--- src/rtl/game_ctrl.sv ---
// Flappy Bird game sequencer: IDLE/PLAY/HIT/OVER state machine, run/load
// enables for bird and pipes, flap key conditioning, and BCD score/best.
module game_ctrl #(
    parameter int TICK_DIV  = 1485000,
    parameter int HIT_TICKS = 50,
    parameter int Y_GROUND  = 700
) (
    input  logic        clk,
    input  logic        rst_n,
    input  logic        key_flap,
    input  logic [11:0] bpos_y,
    input  logic        collide,
    input  logic        pipe_passed,
    output logic [1:0]  state,
    output logic        bird_run,
    output logic        bird_load,
    output logic        pipe_run,
    output logic        pipe_load,
    output logic        flap,
    output logic [11:0] score,
    output logic [11:0] best
);

    localparam int CNT_W = (TICK_DIV > 1) ? $clog2(TICK_DIV) : 1;
    localparam int HIT_W = $clog2(HIT_TICKS + 1);

    typedef enum logic [1:0] {
        S_IDLE = 2'd0,
        S_PLAY = 2'd1,
        S_HIT  = 2'd2,
        S_OVER = 2'd3
    } state_t;

    state_t             state_q;
    state_t             state_nxt;
    logic               key_s1;
    logic               key_s2;
    logic               key_prev;
    logic               flap_edge;
    logic               crash;
    logic               tick;
    logic [CNT_W-1:0]   tick_cnt;
    logic [HIT_W-1:0]   hit_cnt;

    // Saturating 3-digit BCD increment; 999 holds.
    function automatic logic [11:0] bcd_inc(input logic [11:0] s);
        logic [11:0] r;
        r = s;
        if (s != 12'h999) begin
            if (s[3:0] == 4'd9) begin
                r[3:0] = 4'd0;
                if (s[7:4] == 4'd9) begin
                    r[7:4]  = 4'd0;
                    r[11:8] = s[11:8] + 4'd1;
                end else begin
                    r[7:4] = s[7:4] + 4'd1;
                end
            end else begin
                r[3:0] = s[3:0] + 4'd1;
            end
        end
        return r;
    endfunction

    assign state     = state_q;
    assign flap_edge = key_s2 & ~key_prev;
    assign crash     = collide | (bpos_y >= 12'(Y_GROUND));
    assign tick      = (tick_cnt == CNT_W'(TICK_DIV - 1));

    always_comb begin
        state_nxt = state_q;
        case (state_q)
            S_IDLE: if (flap_edge) state_nxt = S_PLAY;
            S_PLAY: if (crash) state_nxt = S_HIT;
            S_HIT:  if (tick && hit_cnt == HIT_W'(HIT_TICKS - 1)) state_nxt = S_OVER;
            S_OVER: if (flap_edge) state_nxt = S_IDLE;
        endcase
    end

    // Outputs are decoded from state_nxt so they switch on the same edge as state.
    always_ff @(posedge clk) begin
        if (!rst_n) begin
            state_q   <= S_IDLE;
            key_s1    <= 1'b0;
            key_s2    <= 1'b0;
            key_prev  <= 1'b0;
            tick_cnt  <= '0;
            hit_cnt   <= '0;
            bird_run  <= 1'b0;
            pipe_run  <= 1'b0;
            bird_load <= 1'b1;
            pipe_load <= 1'b1;
            flap      <= 1'b0;
            score     <= 12'h000;
            best      <= 12'h000;
        end else begin
            key_s1    <= key_flap;
            key_s2    <= key_s1;
            key_prev  <= key_s2;
            tick_cnt  <= tick ? '0 : tick_cnt + 1'b1;
            state_q   <= state_nxt;
            bird_run  <= (state_nxt == S_PLAY);
            pipe_run  <= (state_nxt == S_PLAY);
            bird_load <= (state_nxt == S_IDLE);
            pipe_load <= (state_nxt == S_IDLE);
            flap      <= (state_nxt == S_PLAY) & key_s2;
            case (state_q)
                S_IDLE: if (state_nxt == S_PLAY) score <= 12'h000;
                S_PLAY: begin
                    // A crash in the same clock as pipe_passed takes priority.
                    if (state_nxt == S_HIT) hit_cnt <= '0;
                    else if (pipe_passed)   score <= bcd_inc(score);
                end
                S_HIT: begin
                    if (tick) begin
                        if (state_nxt == S_OVER) begin
                            if (score > best) best <= score;
                        end else begin
                            hit_cnt <= hit_cnt + 1'b1;
                        end
                    end
                end
                S_OVER: ;
            endcase
        end
    end

endmodule

--- config.mk ---
export PLATFORM = sky130hd
export DESIGN_NAME = game_ctrl
export DESIGN_NICKNAME = d
export VERILOG_FILES = /design/src/rtl/game_ctrl.sv
export SDC_FILE = /design/constraint.sdc
export NUM_CORES = 1
export LEC_CHECK = 0
export ABC_AREA = 1
export BUFFER_PORTS_ARGS = -buffer_cell sky130_fd_sc_hd__buf_2
export CAP_MARGIN = 20
export CORE_MARGIN = 3
export CORE_UTILIZATION = 55
export DETAILED_ROUTE_END_ITERATION = 8
export PLACE_DENSITY = 0.88
export SYNTH_ARGS = -nofsm -noshare
export SYNTH_HDL_FRONTEND = slang
export SYNTH_SLANG_ARGS = --single-unit
--- constraint.sdc ---
create_clock -name clk -period 1.9 [get_ports clk]
set_clock_uncertainty 0.05 [all_clocks]
set_input_delay 0.285 -clock clk [delete_from_list [all_inputs] [get_ports clk]]
set_output_delay 0.285 -clock clk [all_outputs]
set_load 0.02 [all_outputs]
==> impl_summary.txt <==
----------------------------------------------------
[Hold path]
  HP Class ... primary input to flip-flop
  Hold EP ... key_s1$_SDFF_PN0_
  Number of cells on the worst hold path ... 3
  Origin of the worst min-delay path ... key_flap

[Detailed routing]
  Routed vias/inst ... 5.56
  Highest metal layer with signal wires ... met4
  Post-DR wirelength/cell ... 14.8 µm
  Initial DRC Count ... 286
  Length of the first detailed-routing pass in iterations ... 7
  Met3 Wirelength ... 747 µm
  Wire length after detailed routing ... 9.70 mm
  Number of routed nets with antenna violations ... 0
  DRC violations left ... 0
  Total routed wire length on the met1 layer ... 4.06 mm
  Via count of the routed design ... 3633
  Met2 Wirelength ... 4.50 mm

[Clock network]
  Clock transition at path regs ... 0.07 ns
  TritonCTS clock tree ... done
  CTS root buf ... sky130_fd_sc_hd__clkbuf_8
  Clock buffer count from CTS ... 9
  Clk sink count ... 59
  Clock buffer depth ... 2
  H-tree lvl count ... 3
  Count of hold buffers inserted by post-cts repair ... 0
  Clock latency of the later-clocked register in the worst-skew pair ... 0.36 ns

[Die]
  Die boundary height ... 85.3 µm
  Core ar. ... 0.00599 mm²
  Number of top-level pins ... 48
  Row count ... 28
  Die Wd ... 85.3 µm
  Initial Utilization ... 0.577
  Die Area ... 0.00727 mm²

[Yosys]
  Flop and latch count out of synthesis ... 59
  Top post-synthesis cells by count ... 101 x sky130_fd_sc_hd__nand2_1, 88 x sky130_fd_sc_hd__nor2_1, 59 x sky130_fd_sc_hd__dfxtp_1, 59 x sky130_fd_sc_hd__inv_1, 32 x sky130_fd_sc_hd__nand3_1
  Portion of synthesized cell area occupied by the leading cell type ... 0.342
  Fraction of registers with async set/reset ... 0
  Unique masters post-synth ... 36
  Top FF cell, synth ... sky130_fd_sc_hd__dfxtp_1
  Warnings from Yosys ... 0
  Post-synth design cell area ... 0.00345 mm²
  Post-synthesis cell count ... 496
  Synthesized area per cell ... 6.96 µm²
  Sequential-to-total area share from yosys stat ... 0.342
  Synth top area cells ... sky130_fd_sc_hd__dfxtp_1 34%, sky130_fd_sc_hd__nand2_1 11%, sky130_fd_sc_hd__nor2_1 9.6%, sky130_fd_sc_hd__ha_1 7.6%, sky130_fd_sc_hd__inv_1 6.4%
  Post-synth EDFFs ... 0
  Biggest area consumer among synthesized cells ... sky130_fd_sc_hd__dfxtp_1
  Cell with the most instances after synthesis ... sky130_fd_sc_hd__nand2_1
  Number of nets in the synthesized netlist ... 534

[Worst setup path]
  Arrival time reported for the critical path endpoint ... 2.22 ns
  Worst Setup Start Kind ... flip-flop
  Setup Crit Path Kind ... flip-flop to flip-flop
  Slack of the worst reg-to-reg path ... -0.07 ns
  Reg2reg path depth ... 9
  Max stage delay on crit path ... 0.37 ns
  Launch point of the worst reg-to-reg path ... best[5]$_SDFFE_PN0P_
  Sequence of cells on the critical path ... inv_1 > ha_1 > nand2_1 > nor2_2 > a41oi_4 > nand3b_4 > nand2_4 > nand2_2 > nor2_2
  Element type at the critical path end ... flip-flop
  Critical path fanouts, max ... 6
  Worst path slowest cell ... sky130_fd_sc_hd__dfxtp_1
  Cell occurring most often along the worst timing path ... sky130_fd_sc_hd__nor2_2
  Crit path required time ... 2.15 ns
  RR Endpoint ... best[5]$_SDFFE_PN0P_

[STA]
  Max_slew headroom ... 0.689
  Actual transition at the worst max-transition pin ... 0.465 ns
  Crit path time final ... 1.97 ns
  Fmax achieved ... 0.508 GHz
  RSZ-0062 raised after global routing ... true
  Count of final max-slew check failures ... 0
  Hold Fails Final Rpt ... 0
  Worst setup slack after layout ... -0.0676 ns
  Final setup violation count ... 12
  Crit share post-route ... 1.04

[Power]
  Power Total ... 3.90 mW
  Leakage power of the design ... 2.08 nW
  Peak ir drop on the vdd network ... 0.606 mV
  Power density over the cells ... 893 mW/mm²

[GRT]
  Largest net degree at the start of global routing ... 23
  Number of global-route vias before repair ... 3142
  Wire length of the first global-routing pass ... 14.1 mm
  Aggregate global-route resource usage ... 0.241
  Remaining global-route overflow ... 0
  Initial antenna violation count ... 0

[Finish]
  Utilization after layout ... 0.729
  Syn-to-layout area delta ... 26.4%
  Number of diodes ... 0
  Fraction of final layout cells sized beyond drive strength 1 ... 0.280
  Net count, final ... 612

[Flow run]
  Count of maximum capacitance violations ... 0

[Status]
  Status ... finished, violations left
  Failing checks ... setup timing

[Place]
  HPWL reported at the end of detailed placement ... 5.98 mm
  Port bufs ... 45
  Final weighted congestion in routability-driven placement ... 0.859
  Placement-stage worst setup slack ... -0.0540 ns

----------------------------------------------------
-- layout by cell type (no fill, tap or decap), drive strengths merged --
cell type,netlist,final
or2,3,3
xor2,17,17
nand4,14,14
nor3b,1,1
o21ai,16,16
nand2,106,106
a211oi,2,2
buf,5,73
nor3,13,13
ha,21,21
inv,66,66
nand3,37,37
nor4,1,1
dfxtp,59,59
a21oi,28,28
clkbuf,4,15
nor2,99,99
clkinv,0,1
a41oi,1,1
xnor2,1,1
nand3b,2,5
-- worst max path at each step --
stage | start | endpoint | slack, ns | cells after the start
detailed placement | best[9]$_SDFFE_PN0P_ | best[11]$_SDFFE_PN0P_ | -0.05 | 10
global route | score[5]$_SDFFE_PN0P_ | score[5]$_SDFFE_PN0P_ | -0.16 | 10
global placement | best[9]$_SDFFE_PN0P_ | best[10]$_SDFFE_PN0P_ | 0.05 | 10
finish | best[5]$_SDFFE_PN0P_ | best[5]$_SDFFE_PN0P_ | -0.07 | 9
floorplan | score[4]$_SDFFE_PN0P_ | score[8]$_SDFFE_PN0P_ | 0.05 | 9
CTS | tick_cnt[1]$_SDFF_PP0_ | best[10]$_SDFFE_PN0P_ | -0.01 | 9
-- cell families after synthesis --
group                      Yosys count  share of synthesized area
and+or+nand+nor                    276                      0.375
buffers and inverters               75                     0.0873
DFF                                 59                      0.342
AOI/OAI and AO/OA                   47                     0.0739
adders and majority gates           21                     0.0761
xor gates and xnor gates            18                     0.0456
-- metal layers --
metal | GRT usage | vias to the layer above
met1 | 0.304 | 1666
met3 | 0.0534 | 44
met2 | 0.384 | 172
met5 | 0 | -
li1 | - | 1751
met4 | 0.125 | 0
-- timing repair --
| action | CTS | global route |
|---|---|---|
| pin swaps | 2 | 15 |
| setup buffers | 0 | 5 |
| setup endpoints to repair | 12 | 35 |
| gates resized for setup | 4 | 51 |
| cloned | 2 | 1 |
-- critical path: cells and delay by family (launching register included) --
kind                     cells  cell delay, ns
AO/OA/AOI/OAI                1            0.37
buffers and inverters        1            0.11
adder cells (fa/ha/maj)      1            0.31
AND/OR/NAND/NOR              6            0.71
flip-flops                   1            0.37
-- per-stage QoR --
step                TNS (ns)  cell area, µm²  instances  hold slack (ns)
floorplan                  0            3450        496            0.333
global placement           0            3890        630            0.344
detailed placement    -0.395            3890        630            0.357
CTS                  -0.0236            4140        648           0.0651
global route           -2.36            4370        654           0.0896
finish                -0.361            4370        654           0.0638
-- power breakdown --
| part | total [mW] | internal (mW) | switching (mW) | leakage [nW] |
|---|---|---|---|---|
| sequential | 1.41 | 1.32 | 0.0891 | 0.481 |
| combinational | 1.36 | 0.439 | 0.925 | 1.49 |
| clock | 1.12 | 0.615 | 0.505 | 0.0997 |
| total | 3.90 | 2.38 | 1.52 | 2.08 |
-- layout make-up --
type / count / area (µm²)
multi-input cells: 365 / 2200
fillers: 409 / 1630
flip-flops and latches: 59 / 1190
repair buffers: 73 / 435
inverters: 66 / 253
clock buffers: 15 / 186
well taps: 75 / 93.8
clock inverters: 1 / 5.00
-- sequential cells by signal, indices dropped and copies added, names as in the netlist --
register / flops
best: 12
flap: 1
hit_cnt: 6
key_prev: 1
key_s1: 1
key_s2: 1
pipe_load: 1
pipe_run: 1
score: 12
state: 2
tick_cnt: 21
Power figures use the tool's default switching activity.
